--- config.mk ---
export PLATFORM = sky130hd
export DESIGN_NAME = morse_sequencer
export DESIGN_NICKNAME = d
export VERILOG_FILES = /design/src/rtl/morse_pkg.sv /design/src/rtl/morse_letter_fifo.sv /design/src/rtl/morse_sequencer.sv
export SDC_FILE = /design/constraint.sdc
export NUM_CORES = 1
export LEC_CHECK = 0
export ABC_AREA = 1
export CORE_MARGIN = 2
export CORE_UTILIZATION = 40
export DETAILED_ROUTE_END_ITERATION = 8
export PLACE_DENSITY = 0.62
export RECOVER_POWER = 25
export SYNTH_ARGS = -nofsm -noshare
export SYNTH_HDL_FRONTEND = slang
export SYNTH_SLANG_ARGS = --single-unit
--- constraint.sdc ---
create_clock -name clock -period 2.5 [get_ports clock]
set_input_delay 0.5 -clock clock [delete_from_list [all_inputs] [get_ports clock]]
set_output_delay 0.5 -clock clock [all_outputs]
set_load 0.02 [all_outputs]
--- src/rtl/morse_pkg.sv ---
// Shared constants for the morse message sequencer: letter width, default
// symbols per letter and the controller state encoding.
package morse_pkg;

  localparam int LETTER_W = 3;
  localparam int SYM_LEN  = 12;

  localparam logic [1:0] ST_IDLE  = 2'd0;
  localparam logic [1:0] ST_LOAD  = 2'd1;
  localparam logic [1:0] ST_SHIFT = 2'd2;
  localparam logic [1:0] ST_GAP   = 2'd3;

endpackage

--- src/rtl/morse_letter_fifo.sv ---
// Small synchronous letter queue: registered read/write pointers plus an
// occupancy count. Push when full and pop when empty are ignored.
module morse_letter_fifo #(
  parameter int WIDTH = 3,
  parameter int DEPTH = 4
) (
  input  logic             clock,
  input  logic             reset,
  input  logic             push,
  input  logic             pop,
  input  logic [WIDTH-1:0] din,
  output logic [WIDTH-1:0] dout,
  output logic             full,
  output logic             empty
);

  localparam int PTR_W = (DEPTH > 1) ? $clog2(DEPTH) : 1;
  localparam int CNT_W = $clog2(DEPTH + 1);

  logic [WIDTH-1:0] mem_q [DEPTH];
  logic [PTR_W-1:0] wr_ptr_q, wr_ptr_d;
  logic [PTR_W-1:0] rd_ptr_q, rd_ptr_d;
  logic [CNT_W-1:0] count_q, count_d;
  logic             do_push, do_pop;

  assign full    = (count_q == CNT_W'(DEPTH));
  assign empty   = (count_q == '0);
  assign do_push = push && !full;
  assign do_pop  = pop && !empty;
  assign dout    = mem_q[rd_ptr_q];

  always_comb begin
    wr_ptr_d = wr_ptr_q;
    rd_ptr_d = rd_ptr_q;
    count_d  = count_q;
    if (do_push) wr_ptr_d = wr_ptr_q + PTR_W'(1);
    if (do_pop)  rd_ptr_d = rd_ptr_q + PTR_W'(1);
    case ({do_push, do_pop})
      2'b10:   count_d = count_q + CNT_W'(1);
      2'b01:   count_d = count_q - CNT_W'(1);
      default: count_d = count_q;
    endcase
  end

  always_ff @(posedge clock) begin
    if (reset) begin
      wr_ptr_q <= '0;
      rd_ptr_q <= '0;
      count_q  <= '0;
    end else begin
      wr_ptr_q <= wr_ptr_d;
      rd_ptr_q <= rd_ptr_d;
      count_q  <= count_d;
    end
  end

  // Storage is not reset; only entries between the pointers are ever read.
  always_ff @(posedge clock) begin
    if (do_push) mem_q[wr_ptr_q] <= din;
  end

endmodule

--- src/rtl/morse_sequencer.sv ---
// Message-level controller: queues letters, loads each into the morse shift
// register, strobes SYM_LEN shifts at the symbol rate, then a silent gap.
module morse_sequencer
  import morse_pkg::*;
#(
  parameter int TICK_DIV   = 25_000_000,
  parameter int SYM_LEN    = morse_pkg::SYM_LEN,
  parameter int GAP_TICKS  = 3,
  parameter int FIFO_DEPTH = 4
) (
  input  logic                clock,
  input  logic                reset,
  input  logic                in_valid,
  input  logic [LETTER_W-1:0] in_letter,
  output logic                in_ready,
  output logic [LETTER_W-1:0] sel,
  output logic                sr_load,
  output logic                sr_shift,
  output logic                tick,
  output logic                busy,
  output logic                done
);

  localparam int DIV_W = (TICK_DIV > 1) ? $clog2(TICK_DIV) : 1;
  localparam int BIT_W = (SYM_LEN > 1) ? $clog2(SYM_LEN) : 1;
  localparam int GAP_W = (GAP_TICKS > 1) ? $clog2(GAP_TICKS) : 1;

  localparam logic [DIV_W-1:0] DIV_LAST = DIV_W'(TICK_DIV - 1);
  localparam logic [BIT_W-1:0] BIT_LAST = BIT_W'(SYM_LEN - 1);
  localparam logic [GAP_W-1:0] GAP_LAST = GAP_W'(GAP_TICKS - 1);

  logic [1:0]          state_q, state_d;
  logic [DIV_W-1:0]    div_cnt_q, div_cnt_d;
  logic [BIT_W-1:0]    bit_cnt_q, bit_cnt_d;
  logic [GAP_W-1:0]    gap_cnt_q, gap_cnt_d;
  logic [LETTER_W-1:0] sel_q, sel_d;
  logic                sr_load_q, sr_load_d;
  logic                sr_shift_q, sr_shift_d;
  logic                tick_q, tick_d;
  logic                done_q, done_d;

  logic                fifo_push, fifo_pop, fifo_full, fifo_empty;
  logic [LETTER_W-1:0] fifo_dout;
  logic                timed, tick_c;

  assign in_ready  = !fifo_full && !reset;
  assign fifo_push = in_valid && in_ready;
  assign fifo_pop  = (state_q == ST_LOAD);

  morse_letter_fifo #(
    .WIDTH(LETTER_W),
    .DEPTH(FIFO_DEPTH)
  ) u_fifo (
    .clock(clock),
    .reset(reset),
    .push (fifo_push),
    .pop  (fifo_pop),
    .din  (in_letter),
    .dout (fifo_dout),
    .full (fifo_full),
    .empty(fifo_empty)
  );

  // The divider only runs while a letter is being timed.
  assign timed  = (state_q == ST_SHIFT) || (state_q == ST_GAP);
  assign tick_c = timed && (div_cnt_q == DIV_LAST);

  always_comb begin
    state_d    = state_q;
    div_cnt_d  = '0;
    bit_cnt_d  = bit_cnt_q;
    gap_cnt_d  = gap_cnt_q;
    sel_d      = sel_q;
    sr_load_d  = 1'b0;
    sr_shift_d = 1'b0;
    tick_d     = tick_c;
    done_d     = 1'b0;

    if (timed && !tick_c) div_cnt_d = div_cnt_q + DIV_W'(1);

    case (state_q)
      ST_IDLE: begin
        if (!fifo_empty) state_d = ST_LOAD;
      end
      ST_LOAD: begin
        sel_d     = fifo_dout;
        bit_cnt_d = '0;
        sr_load_d = 1'b1;
        state_d   = ST_SHIFT;
      end
      ST_SHIFT: begin
        if (tick_c) begin
          sr_shift_d = 1'b1;
          if (bit_cnt_q == BIT_LAST) begin
            gap_cnt_d = '0;
            state_d   = ST_GAP;
          end else begin
            bit_cnt_d = bit_cnt_q + BIT_W'(1);
          end
        end
      end
      ST_GAP: begin
        if (tick_c) begin
          if (gap_cnt_q == GAP_LAST) begin
            done_d  = 1'b1;
            state_d = fifo_empty ? ST_IDLE : ST_LOAD;
          end else begin
            gap_cnt_d = gap_cnt_q + GAP_W'(1);
          end
        end
      end
      default: state_d = ST_IDLE;
    endcase
  end

  // Strobes are registered, so each lands one cycle after its decision point.
  always_ff @(posedge clock) begin
    if (reset) begin
      state_q    <= ST_IDLE;
      div_cnt_q  <= '0;
      bit_cnt_q  <= '0;
      gap_cnt_q  <= '0;
      sel_q      <= '0;
      sr_load_q  <= 1'b0;
      sr_shift_q <= 1'b0;
      tick_q     <= 1'b0;
      done_q     <= 1'b0;
    end else begin
      state_q    <= state_d;
      div_cnt_q  <= div_cnt_d;
      bit_cnt_q  <= bit_cnt_d;
      gap_cnt_q  <= gap_cnt_d;
      sel_q      <= sel_d;
      sr_load_q  <= sr_load_d;
      sr_shift_q <= sr_shift_d;
      tick_q     <= tick_d;
      done_q     <= done_d;
    end
  end

  assign sel      = sel_q;
  assign sr_load  = sr_load_q;
  assign sr_shift = sr_shift_q;
  assign tick     = tick_q;
  assign done     = done_q;
  assign busy     = (state_q != ST_IDLE);

endmodule

==> PnR_summary.wiki <==
{| class="wikitable"
! Metric !! Value
|-
| Result of the run || finished clean
|-
| Finish-stage setup viols || 0
|-
| Worst path top cell family by delay || buffers and inverters
|-
| Total via count after detailed routing || 2377
|-
| Worst flop-to-flop path endpoint || u_fifo.count_q[2]$_SDFFE_PP0P_
|-
| Sink of the worst hold path || div_cnt_q[0]$_SDFF_PP0_
|-
| Tightest Hold Check Type || flop to flop
|-
| Cell repeated most along the worst path || clkdlybuf4s50_1
|-
| Most frequently used cell type in the post-synthesis netlist || nand2_1
|-
| Post-DRT Antenna Nets || 0
|-
| Per-instance average area after synthesis || 7.90 sq um
|-
| Top flip-flop cell by instance count after synthesis || dfxtp_1
|-
| Number of cells on the worst reg-to-reg path || 11
|-
| Total leakage power || 1.21 nW
|-
| Worst clock skew on the final layout || 0.0131 ns
|-
| Portion of the post-synthesis area used by sequential elements || 0.437
|-
| Core outline area || 7210 sq um
|-
| CP max-delay cell || clkdlybuf4s50_1
|-
| Post-synth EDFFs || 12
|-
| CTS Buf Count || 9
|-
| Setup TNS || 0 ns
|-
| Largest area contributor in the netlist || dfxtp_1
|-
| Gate count of the mapped netlist || 377
|-
| Int Power || 1.80 mW
|-
| Worst-path maximum fanout || 2
|-
| Warnings, synthesis || 0
|-
| Highest cell delay on the worst timing path || 0.65 ns
|-
| Buffer and inverter count on the worst path || 2
|-
| Count of nets after finishing || 420
|-
| Fraction of final layout cells with drive strength greater than 1 || 0.0914
|-
| Area Growth Syn to Fin || 15.7%
|-
| Clock Root Buffer || clkbuf_8
|-
| Depth of the worst hold-timing path || 1
|-
| Global-route wire length before repair || 10.2 mm
|-
| Worst max-slew margin expressed relative to the limit || 0.611
|-
| Min cycle time layout || 2.34 ns
|-
| RePlAce Congestion || 0.878
|-
| Iter 0 DRT Violations || 101
|-
| Part of the power in combinational logic || 0.202
|-
| Grt ovf || 0
|-
| Critical path capture point type || primary output
|-
| Proportion of synthesized flip-flops having asynchronous set or reset || 0
|-
| Horizontal die dimension || 90.3 microns
|-
| Max-cap check violation count || 0
|-
| Post-route DRC violation count || 0
|-
| Setup repair after global routing missed its margin || false
|-
| Count of placed standard cells including taps || 488
|-
| Number of top-level pins || 15
|-
| Iteration count of the initial detailed-routing pass || 4
|-
| Setup CP Type || primary input to primary output
|-
| Data arrival time of the critical path || 1.84 ns
|-
| Detailed Route WL || 5.77 mm
|-
| Relative contribution of the clock network to total power || 0.378
|-
| Die Y || 90.3 microns
|-
| Critical path cell sequence || clkdlybuf4s50_1 -> a31oi_1 -> clkdlybuf4s50_1
|-
| Transition time at the pin with the least slew margin || 0.584 ns
|-
| Fraction of power consumed by sequential logic || 0.420
|-
| Effective utilization at floorplan || 0.413
|-
| Nature of the critical path startpoint || primary input
|-
| Diode count || 0
|-
| Number of placement rows || 31
|-
| Worst path required time || 2.00 ns
|-
| Number of setup buffers added after CTS || 0
|-
| Proportion of netlist area held by the largest area contributor || 0.316
|-
| Clock transition at the register clock pins on the worst setup and hold paths after CTS || 0.06 ns
|-
| Clock insertion delay at the later pin of the skew report || 0.35 ns
|-
| R2R Setup Slk || 0.46 ns
|-
| Deepest clock path buffer count || 2
|-
| GRT Total Usage || 0.157
|-
| HPWL Detailed || 4.26 mm
|-
| Power density cells || 748 nW/um^2
|-
| Initial antenna violation count || 0
|-
| Endpoints failing hold || 0
|-
| Synth top cells by count || nand2_1 (61), nor2_1 (58), inv_1 (51)
|-
| Number of gates given a new drive strength after cts || 0
|-
| Achievable Freq || 427 MHz
|-
| Top cells by area, synth || dfxtp_1 (32%), edfxtp_1 (12%), nand2_1 (7.7%)
|-
| Total net switching power || 0.781 mW
|-
| Number of pins exceeding their max-slew limit in the final report || 0
|-
| Pin count of the biggest net entering global routing || 26
|-
| Mapped Nets || 397
|-
| Number of fill cells in the layout || 752
|-
| Level count of the clock H-tree || 3
|-
| Post-route insts no fill || 504
|-
| VDD IR-drop max || 0.367 mV
|-
| Switching power as a share of total power || 0.303
|-
| Register bit count reported by yosys || 59
|-
| Die Area || 8150 sq um
|-
| CTS tree || yes
|-
| Hold buffer count at CTS || 0
|-
| Hold path startpoint || div_cnt_q[0]$_SDFF_PP0_
|-
| Port buffer count || 14
|-
| Final core utilization || 0.477
|-
| Detail-routed via count per cell || 4.72
|-
| Average wire per cell in the routed design || 11.4 microns
|-
| Distinct cell type count of the synthesized netlist || 38
|-
| Netlist Area Pre-Place || 2980 sq um
|-
| Launching point of the worst reg2reg path || state_q[1]$_SDFFE_PP0P_
|-
| Clk sink count || 59
|-
| Portion of the clock cycle consumed by the worst path in the final layout || 0.936
|-
| Number of global-route vias before repair || 2215
|}
## sequential cells by signal (all words and copies together), names as in the netlist
register and count:
u_fifo.mem_q 12, tick 1, sr_load 1, gap_cnt_q 2, u_fifo.wr_ptr_q 2, div_cnt_q 25, done 1, sr_shift 1
u_fifo.rd_ptr_q 2, u_fifo.count_q 3, state_q 2, bit_cnt_q 4, sel 3
## power groups by stage
stage | Sequential [mW] | Combinational (mW) | Clock [mW]
after floorplan | 1.11 | 0.368 | 0
after global placement | 1.10 | 0.527 | 0
after detailed placement | 1.10 | 0.533 | 0
after CTS | 1.08 | 0.538 | 1.00
after global routing | 1.09 | 0.604 | 1.04
final | 1.08 | 0.521 | 0.973
## worst register-to-register path: cells and delay by family (launching register included)
kind | cells | cell delay, ns
buffers and inverters | 3 | 0.27
flip-flops | 1 | 0.36
AO/OA/AOI/OAI | 4 | 0.49
adder cells (fa/ha/maj) | 3 | 0.73
AND/OR/NAND/NOR | 1 | 0.08
## cells in the final DEF (no fill, tap or decap), drive strengths merged
cell type,netlist,layout
xnor2,3,3
clkinv,1,5
clkdlybuf4s50,0,11
nor3,7,7
a31oi,1,1
mux2i,3,3
fa,1,1
nor2,63,63
or3,1,1
o221ai,3,3
clkbuf,3,12
inv,53,54
nand4,7,7
edfxtp,12,12
a21boi,1,1
xor2,7,7
or2,4,4
bufinv,0,2
nand2,64,64
nand3b,4,4
dfxtp,47,47
buf,3,1
a21oi,25,25
nand3,25,25
nand2b,1,1
o22ai,1,1
nor3b,5,5
ha,13,13
o21ai,19,19
dlygate4sd3,0,3
## worst max path at each step
stage	start	end	slack (ns)	depth (start not counted)
after floorplan	reset	u_fifo.count_q[1]$_SDFFE_PP0P_	0.21	7
after global placement	reset	in_ready	0.16	3
after detailed placement	reset	u_fifo.count_q[2]$_SDFFE_PP0P_	0.1	10
after CTS	reset	in_ready	0.15	3
after global routing	reset	in_ready	0.08	3
final	reset	in_ready	0.16	3
## through the flow
step / setup WS, ns / power (mW) / cell area [sq um] / hold slack [ns]
floorplan: 0.209 / 1.48 / 2980 / 0.417
global placement: 0.157 / 1.63 / 3230 / 0.431
detailed placement: 0.0973 / 1.64 / 3230 / 0.440
CTS: 0.145 / 2.62 / 3460 / 0.457
global route: 0.0794 / 2.73 / 3440 / 0.490
finish: 0.159 / 2.58 / 3440 / 0.450
## routing by layer
layer  track usage  share of wire  wire (microns)
met2         0.249           0.45            2580
met1         0.200           0.49            2820
met4        0.0769          0.022             125
met5             0              0               0
met3        0.0384          0.041             239
## cell families after synthesis
kind of cell / synth area share
flip-flops: 0.437
AND/OR/NAND/NOR: 0.290
adder cells (fa/ha/maj): 0.0614
buffers and inverters: 0.0811
multiplexers: 0.0101
XOR/XNOR: 0.0294
AO/OA/AOI/OAI: 0.0908
## cell type report
| type | instances | area, sq um | area share |
|---|---|---|---|
| clock buffer | 9 | 124 | 0.0360 |
| timing repair buffer | 18 | 159 | 0.0461 |
| sequential | 59 | 1300 | 0.378 |
| clock inverter | 7 | 100 | 0.0291 |
| inverter | 54 | 203 | 0.0588 |
| tap | 99 | 124 | 0.0360 |
| multi-input combinational | 258 | 1430 | 0.416 |
Power figures use the tool's default switching activity.
